**src/rtl/sram_controller.sv**
```systemverilog
// sram_controller: sequences a 16-bit asynchronous SRAM for 32-bit loads and
// stores. Each access is split into a low-half and a high-half phase of
// WAIT_CYCLES clocks each; ready stays low for the whole access so the
// pipeline freezes until the DONE cycle.
//
// Handshake: a request (rd_en/wr_en) is accepted on any clock edge where the
// FSM is in IDLE; ready=1 in a cycle means the pipeline may advance on the
// next edge. The requester keeps the request stable until it sees ready=1,
// and the request still visible in DONE is the one just served, so it is
// not accepted again.
module sram_controller #(
  parameter int WAIT_CYCLES = 3,
  parameter int BASE_ADDR   = 1024
) (
  input  logic        clk,
  input  logic        rst,
  input  logic        wr_en,
  input  logic        rd_en,
  input  logic [31:0] address,
  input  logic [31:0] write_data,
  output logic [31:0] read_data,
  output logic        ready,
  output logic [17:0] sram_addr,
  output logic [15:0] sram_dq_out,
  output logic        sram_dq_oe,
  input  logic [15:0] sram_dq_in,
  output logic        sram_we_n,
  output logic [1:0]  dbg_state_o
);

  typedef enum logic [1:0] {
    IDLE = 2'd0,
    LOW  = 2'd1,
    HIGH = 2'd2,
    DONE = 2'd3
  } state_t;

  localparam logic [3:0] LAST_CNT = 4'(WAIT_CYCLES - 1);

  state_t      state_q, state_d;
  logic [3:0]  cnt_q, cnt_d;
  logic        wr_q, wr_d;
  logic [16:0] word_q, word_d;
  logic [31:0] wdata_q, wdata_d;
  logic [31:0] rdata_q, rdata_d;

  logic [16:0] word_calc;
  logic        last_cycle;
  logic        busy;

  // Word index relative to the data-memory base; out-of-range addresses wrap.
  assign word_calc  = 17'((address - 32'(BASE_ADDR)) >> 2);
  assign last_cycle = (cnt_q == LAST_CNT);

  // State and datapath registers with synchronous reset.
  always_ff @(posedge clk) begin
    if (rst) begin
      state_q <= IDLE;
      cnt_q   <= 4'd0;
      wr_q    <= 1'b0;
      word_q  <= 17'd0;
      wdata_q <= 32'd0;
      rdata_q <= 32'd0;
    end else begin
      state_q <= state_d;
      cnt_q   <= cnt_d;
      wr_q    <= wr_d;
      word_q  <= word_d;
      wdata_q <= wdata_d;
      rdata_q <= rdata_d;
    end
  end

  // Next-state, phase counter, request latching, read capture and ready.
  always_comb begin
    state_d = state_q;
    cnt_d   = cnt_q;
    wr_d    = wr_q;
    word_d  = word_q;
    wdata_d = wdata_q;
    rdata_d = rdata_q;
    ready   = 1'b0;
    case (state_q)
      IDLE: begin
        ready = ~(rd_en | wr_en);
        if (rd_en | wr_en) begin
          state_d = LOW;
          cnt_d   = 4'd0;
          wr_d    = wr_en;   // write wins when both are requested
          word_d  = word_calc;
          wdata_d = write_data;
        end
      end
      LOW: begin
        if (last_cycle) begin
          cnt_d   = 4'd0;
          state_d = HIGH;
          if (!wr_q) rdata_d[15:0] = sram_dq_in;
        end else begin
          cnt_d = cnt_q + 4'd1;
        end
      end
      HIGH: begin
        if (last_cycle) begin
          cnt_d   = 4'd0;
          state_d = DONE;
          if (!wr_q) rdata_d[31:16] = sram_dq_in;
        end else begin
          cnt_d = cnt_q + 4'd1;
        end
      end
      DONE: begin
        ready   = 1'b1;
        state_d = IDLE;
      end
      default: begin
        state_d = IDLE;
      end
    endcase
  end

  // SRAM pins decode from registered state only; no path from sram_dq_in.
  assign busy        = (state_q == LOW) || (state_q == HIGH);
  assign sram_dq_oe  = busy & wr_q;
  assign sram_we_n   = ~(busy & wr_q);
  assign sram_addr   = {word_q, (state_q == HIGH)};
  assign sram_dq_out = (state_q == HIGH) ? wdata_q[31:16] : wdata_q[15:0];
  assign read_data   = rdata_q;
  assign dbg_state_o = state_q;

endmodule

```
**config.mk**
```make
export PLATFORM = sky130hd
export DESIGN_NAME = sram_controller
export DESIGN_NICKNAME = d
export VERILOG_FILES = /design/src/rtl/sram_controller.sv
export SDC_FILE = /design/constraint.sdc
export NUM_CORES = 1
export LEC_CHECK = 0
export BUFFER_PORTS_ARGS = -buffer_cell sky130_fd_sc_hd__buf_2
export CAP_MARGIN = 5
export CORE_MARGIN = 5
export CORE_UTILIZATION = 45
export CTS_BUF_LIST = sky130_fd_sc_hd__clkbuf_8
export CTS_CLUSTER_SIZE = 30
export DETAILED_ROUTE_END_ITERATION = 8
export PLACE_DENSITY_LB_ADDON = 0.12
export SYNTH_ARGS = -nofsm -noshare
export SYNTH_HDL_FRONTEND = slang
export SYNTH_SLANG_ARGS = --single-unit
```
**constraint.sdc**
```tcl
create_clock -name clk -period 5.9 [get_ports clk]
set_clock_uncertainty 0.2 [all_clocks]
set_input_delay 0.59 -clock clk [delete_from_list [all_inputs] [get_ports clk]]
set_output_delay 0.59 -clock clk [all_outputs]
set_load 0.1 [all_outputs]
```
## Yosys cells after proc, flatten, opt, wreduce, memory -nomap -nowiden

Cells that the tools add are included.

| word-level totals | value |
|---|---|
| bits in registers | 88 |
| latch bits | 0 |
| memory bits (writable) | 0 |
| memory bits (read-only) | 0 |
| input bits | 84 |
| word-level logic and storage cells | 39 |
| memories kept | 0 |

| cells by class | value |
|---|---|
| add/sub/neg operators | 2 |
| $mul | 0 |
| div/mod/pow operators | 0 |
| magnitude comparators | 0 |
| equal/unequal tests | 7 |
| shifts and indexed selects | 0 |
| mux-type cells | 9 |
| bitwise operators | 5 |
| reduce and logical (&&, ||, !) cells | 9 |

Operator list:

| operator | number |
|---|---|
| 19-bit by 11-bit subtractor with 19-bit output, second input constant | 1 |
| 16-bit 2-to-1 mux | 1 |
| 3-bit AND reduction | 3 |
| 4-bit 2-to-1 mux | 2 |
| 2-bit one-hot mux with 4 select lines | 1 |
| 4-bit one-hot mux with 2 select lines | 1 |
| 2-bit 2-to-1 mux | 3 |
| 4-bit by 1-bit adder with 4-bit output, second input constant | 1 |
| 2-bit equality test, second input constant | 2 |
| 4-bit by 2-bit equality test with 1-bit output, second input constant | 1 |
| 2-bit inequality test, second input constant | 2 |
| 2-bit AND reduction | 2 |
| 1-bit NOT | 3 |
| 2-bit by 1-bit equality test with 1-bit output, second input constant | 1 |
| 2-bit logical NOT | 1 |
| 2-bit by 1-bit inequality test with 1-bit output, second input constant | 1 |
| 1-bit one-hot mux with 2 select lines | 1 |
| 2-bit nonzero test | 1 |
| 2-bit OR reduction | 1 |
| 1-bit bitwise AND | 1 |
| 1-bit logical OR | 1 |
| 1-bit bitwise OR | 1 |

## Logic depth before layout (Yosys ltp)

| depth | value |
|---|---|
| depth in word-level cells | 4 |
| depth in mapped cells | 8 |
| mapped depth without buffers | 5 |

## Worst setup path after synthesis

Ideal clock, no wire load.

| timing path | value |
|---|---|
| path kind | flip-flop to output port |
| from | register state_q[1] (netlist: dbg_state_o[1]) |
| to | output port sram_dq_out[10] |
| data arrival time | 3.276 ns |
| data required time | 5.110 ns |
| slack | 1.834 ns |
| cell stages (with the launch flop) | 5 |
| buffers on the path | 2 |
| cells stage by stage | dfxtp_1 -> ha_1 -> clkbuf_1 -> clkbuf_1 -> mux2_2 |

| on the way | value |
|---|---|
| cells in the longest elaborated chain, start to end | 2 |

Ends and longest elaborated chain:

| element | RTL line | text |
|---|---|---|
| from (decl) | 40 | `state_t state_q, state_d;` |
| from (signal assigned) | 65 | `state_q <= state_d;` |
| 2-bit equality test | n/a |  |
| net sram_addr[0] | 23 | `output logic [17:0] sram_addr,` |
| 16-bit 2-to-1 mux | 127 | `assign sram_dq_out = (state_q == HIGH) ? wdata_q[31:16] : wdata_q[15:0];` |
| to (decl) | 24 | `output logic [15:0] sram_dq_out,` |

The timed path passes the listed nets, and every way through them passes these cells.

## Final worst setup path

| timing path | value |
|---|---|
| from | register state_q[0] (netlist: dbg_state_o[0]) |
| to | output port ready |

| on the way | value |
|---|---|
| cells in the longest elaborated chain, start to end | 2 |
| elaborated cells between the ends (all ways) | 3 |
| classes of those cells | eq/ne: 1; mux: 1; reduce/logical: 1 |

Ends and longest elaborated chain:

| element | RTL line | text |
|---|---|---|
| 2-bit equality test / 2-bit logical NOT (equally long branches) | 83 | `case (state_q)` |
| 1-bit one-hot mux with 2 select lines * | 83 |  |
| to (decl) | 22 | `output logic ready,` |

Mark *: on every way between the ends. The rest lies on a longest branch, timed or not.

==> impl_metrics.json <==
{
  "core-area_um2": 8220,
  "holdPathStages": 2,
  "root_buffer": "clkbuf_8",
  "syn_inst": 420,
  "period_share": 0.539,
  "grt_overflow": 0,
  "nets": 634,
  "cts_tree": "done",
  "crit_type": "reg2out",
  "multiInputGateArea_um2": 1880,
  "critPathRequiredTime_ns": 5.11,
  "cts_hold_buffers": 0,
  "regToRegStartpoint": "dbg_state_o[0]",
  "globalplace.congestion": 0.720,
  "max-slew-margin-rel": 0.257,
  "seq_area_frac_synth": 0.464,
  "worst_r2r_path_depth": 5,
  "avgSynthCellArea_um2": 9.04,
  "grt_max_degree": 61,
  "synth_top_area_frac": 0.464,
  "insertion_delay_ns": 0.34,
  "vias": 3203,
  "powerDensity_nw_per_um2": 514,
  "slew_violations": 0,
  "cp_num_cells": 6,
  "drt_iter0_markers": 58,
  "drcViolationCount": 0,
  "rsz0062_at_grt": "no",
  "critPathCaptureType": "output port",
  "routed_wl_um": 8690,
  "peakVddDrop_v": 0.000272,
  "ys_async_sr_fraction": 0,
  "post_cts_resized": 0,
  "layout-drive-gt1-share": 0.329,
  "met3_usage": 0.0362,
  "crit_path_cell_trace": "inv_1, ha_1, nor3b_1, nor2_1, nor2_1, buf_2",
  "min_to": "word_q[6]",
  "use_met2": 0.284,
  "routedWlPerCell_um": 13.3,
  "busiest_layer": "met2",
  "cts_setup_buffers": 0,
  "fin_crit_ns": 3.18,
  "core.rowCount": 33,
  "fin_tns_setup_ns": 0,
  "crit_fanout": 6,
  "synthFlopType": "dfxtp_1",
  "yosysWarnings": 0,
  "r2r-end": "word_q[16]",
  "ios": 155,
  "final_cells": 652,
  "hpwl_um": 6080,
  "dr.pass1.iters": 4,
  "seq_area_um2": 1760,
  "worstMarginPinSlew_ns": 1.11,
  "ys_ff_latch": 88,
  "r2r_setup_slack_ns": 3.47,
  "leakage_uw": 0.00222,
  "clockBufferDepth": 2,
  "finalSetupViolations": 0,
  "outcome": "completed",
  "hp-class": "reg2reg",
  "die_x_um": 102,
  "grt_use_met1": 0.197,
  "grt_pass1_vias": 3076,
  "slowest_stage": "nor3b_1",
  "cts_sinks": 88,
  "cp_slowest_stage_delay_ns": 0.61,
  "area_growth_pct": 24.4,
  "portBuffers": 139,
  "worst_path_most_repeated_cell": "nor2_1",
  "grt_use_total": 0.165,
  "clk_pin_slew_ns": 0.09,
  "cp_top_family": "simple AND/OR/NAND/NOR gates",
  "grt_antenna_before_repair": 0,
  "cp_num_buf_inv": 2,
  "vias_per_cell": 4.91,
  "fmax_mhz": 314,
  "die_h_um": 102,
  "placed_cells": 636,
  "ant_nets": 0,
  "yosys-top-cells-area": "dfxtp_1 46%, mux2i_1 9.0%, nand2b_1 8.6%",
  "worstHoldStart": "word_q[6]",
  "synth_top_cell_by_area": "dfxtp_1",
  "post-route-util": 0.575,
  "nFillCells": 789,
  "finalHoldViolCount": 0,
  "startpoint_type": "flop",
  "synth.distinct_cells": 39,
  "htree_levels": 3,
  "crit_arrival_ns": 2.39,
  "synth.cell_area_um2": 3790,
  "synth_nets": 512,
  "drv_cap": 0,
  "synth_edf_count": 0,
  "start_util": 0.462,
  "cts_made_buffers": 9,
  "grt_pass1_wl_um": 13700,
  "n_antenna_cell": 0,
  "die-area_um2": 10400
}
## per-layer routing
metal / share of wire / up-vias
met2: 0.48 / 79
met4: 0.021 / 0
li1: - / 1654
met1: 0.43 / 1457
met3: 0.063 / 13
met5: 0 / -
## metrics by stage
step | hold slack (ns) | setup slack [ns] | power (µW) | instance area, µm²
6_report | 0.254 | 2.72 | 2430 | 4720
5_1_grt | 0.261 | 2.44 | 2560 | 4720
4_1_cts | 0.248 | 2.65 | 2460 | 4720
3_5_place_dp | 0.245 | 3.07 | 2020 | 4510
3_3_place_gp | 0.239 | 3.10 | 2000 | 4510
2_1_floorplan | 0.233 | 1.83 | 1810 | 3790
## tightest hold or removal path: stages (launching register included)
cell and delay, ns:
dfxtp_1 0.31, nand2_1 0.05, a21oi_1 0.05
## Yosys cell counts, types with 3 or more instances
cell type and number:
mux2i_1 34, a21oi_1 44, ha_1 8, clkbuf_1 19
o21ai_0 3, nor2_1 13, a211oi_1 8, inv_1 7
buf_1 6, nor4_1 4, a311oi_1 3, nand2_1 83
nor3b_1 4, dfxtp_1 88, nand2b_1 52, mux2_2 16
and4_1 3
## worst max path at each step
stage,startpoint,to,slack [ns]
after CTS,dbg_state_o[0],ready,2.65
after floorplan,dbg_state_o[1],sram_dq_out[10],1.83
after detailed placement,dbg_state_o[0],ready,3.07
after global placement,dbg_state_o[0],sram_dq_out[11],3.10
final,dbg_state_o[0],ready,2.72
after global routing,dbg_state_o[0],ready,2.44
## state kept, by name, indices dropped and copies added, names as in the netlist
| register | count |
|---|---|
| read_data | 32 |
| cnt_q | 4 |
| wr_q | 1 |
| word_q | 17 |
| dbg_state_o | 2 |
| wdata_q | 32 |
## cells in the final DEF, fill, tap and decap left out, drive strengths merged, types with 2 or more instances in the layout
master	count
or3b	3
clkbuf	12
nor4	4
mux2	16
xnor2	2
nor2	13
inv	7
ha	8
a211oi	8
dfxtp	88
clkinv	2
a311oi	3
nand3	2
buf	141
or3	2
nor3b	4
and4	3
o21ai	4
nand2	83
mux2i	34
a21oi	44
nand2b	52
## power by group
part	switching (µW)	leakage (µW)	total (µW)	internal, µW
logic	988	0.00139	1240	254
clock network	207	0.000109	438	231
registers	53.7	0.000720	749	695
total	1250	0.00222	2430	1180
## area by class of cell
class                   count  share of cell area
well taps                 105              0.0278
clock inverters             4              0.0109
flip-flops and latches     88               0.373
repair buffers            141               0.151
clock buffers              12              0.0350
multi-input cells         295               0.397
inverters                   7             0.00556
## cells by family (layout without fill, tap and decap cells)
family,Yosys count,count (layout),synth area share
AOI/OAI and AO/OA,64,64,0.0966
xor gates and xnor gates,2,2,0.00462
adders and majority gates,8,8,0.0264
buffers and inverters,37,164,0.0462
DFF,88,88,0.464
muxes,50,50,0.137
and+or+nand+nor,171,171,0.225
Note: power is estimated with default switching activity, not from simulation.
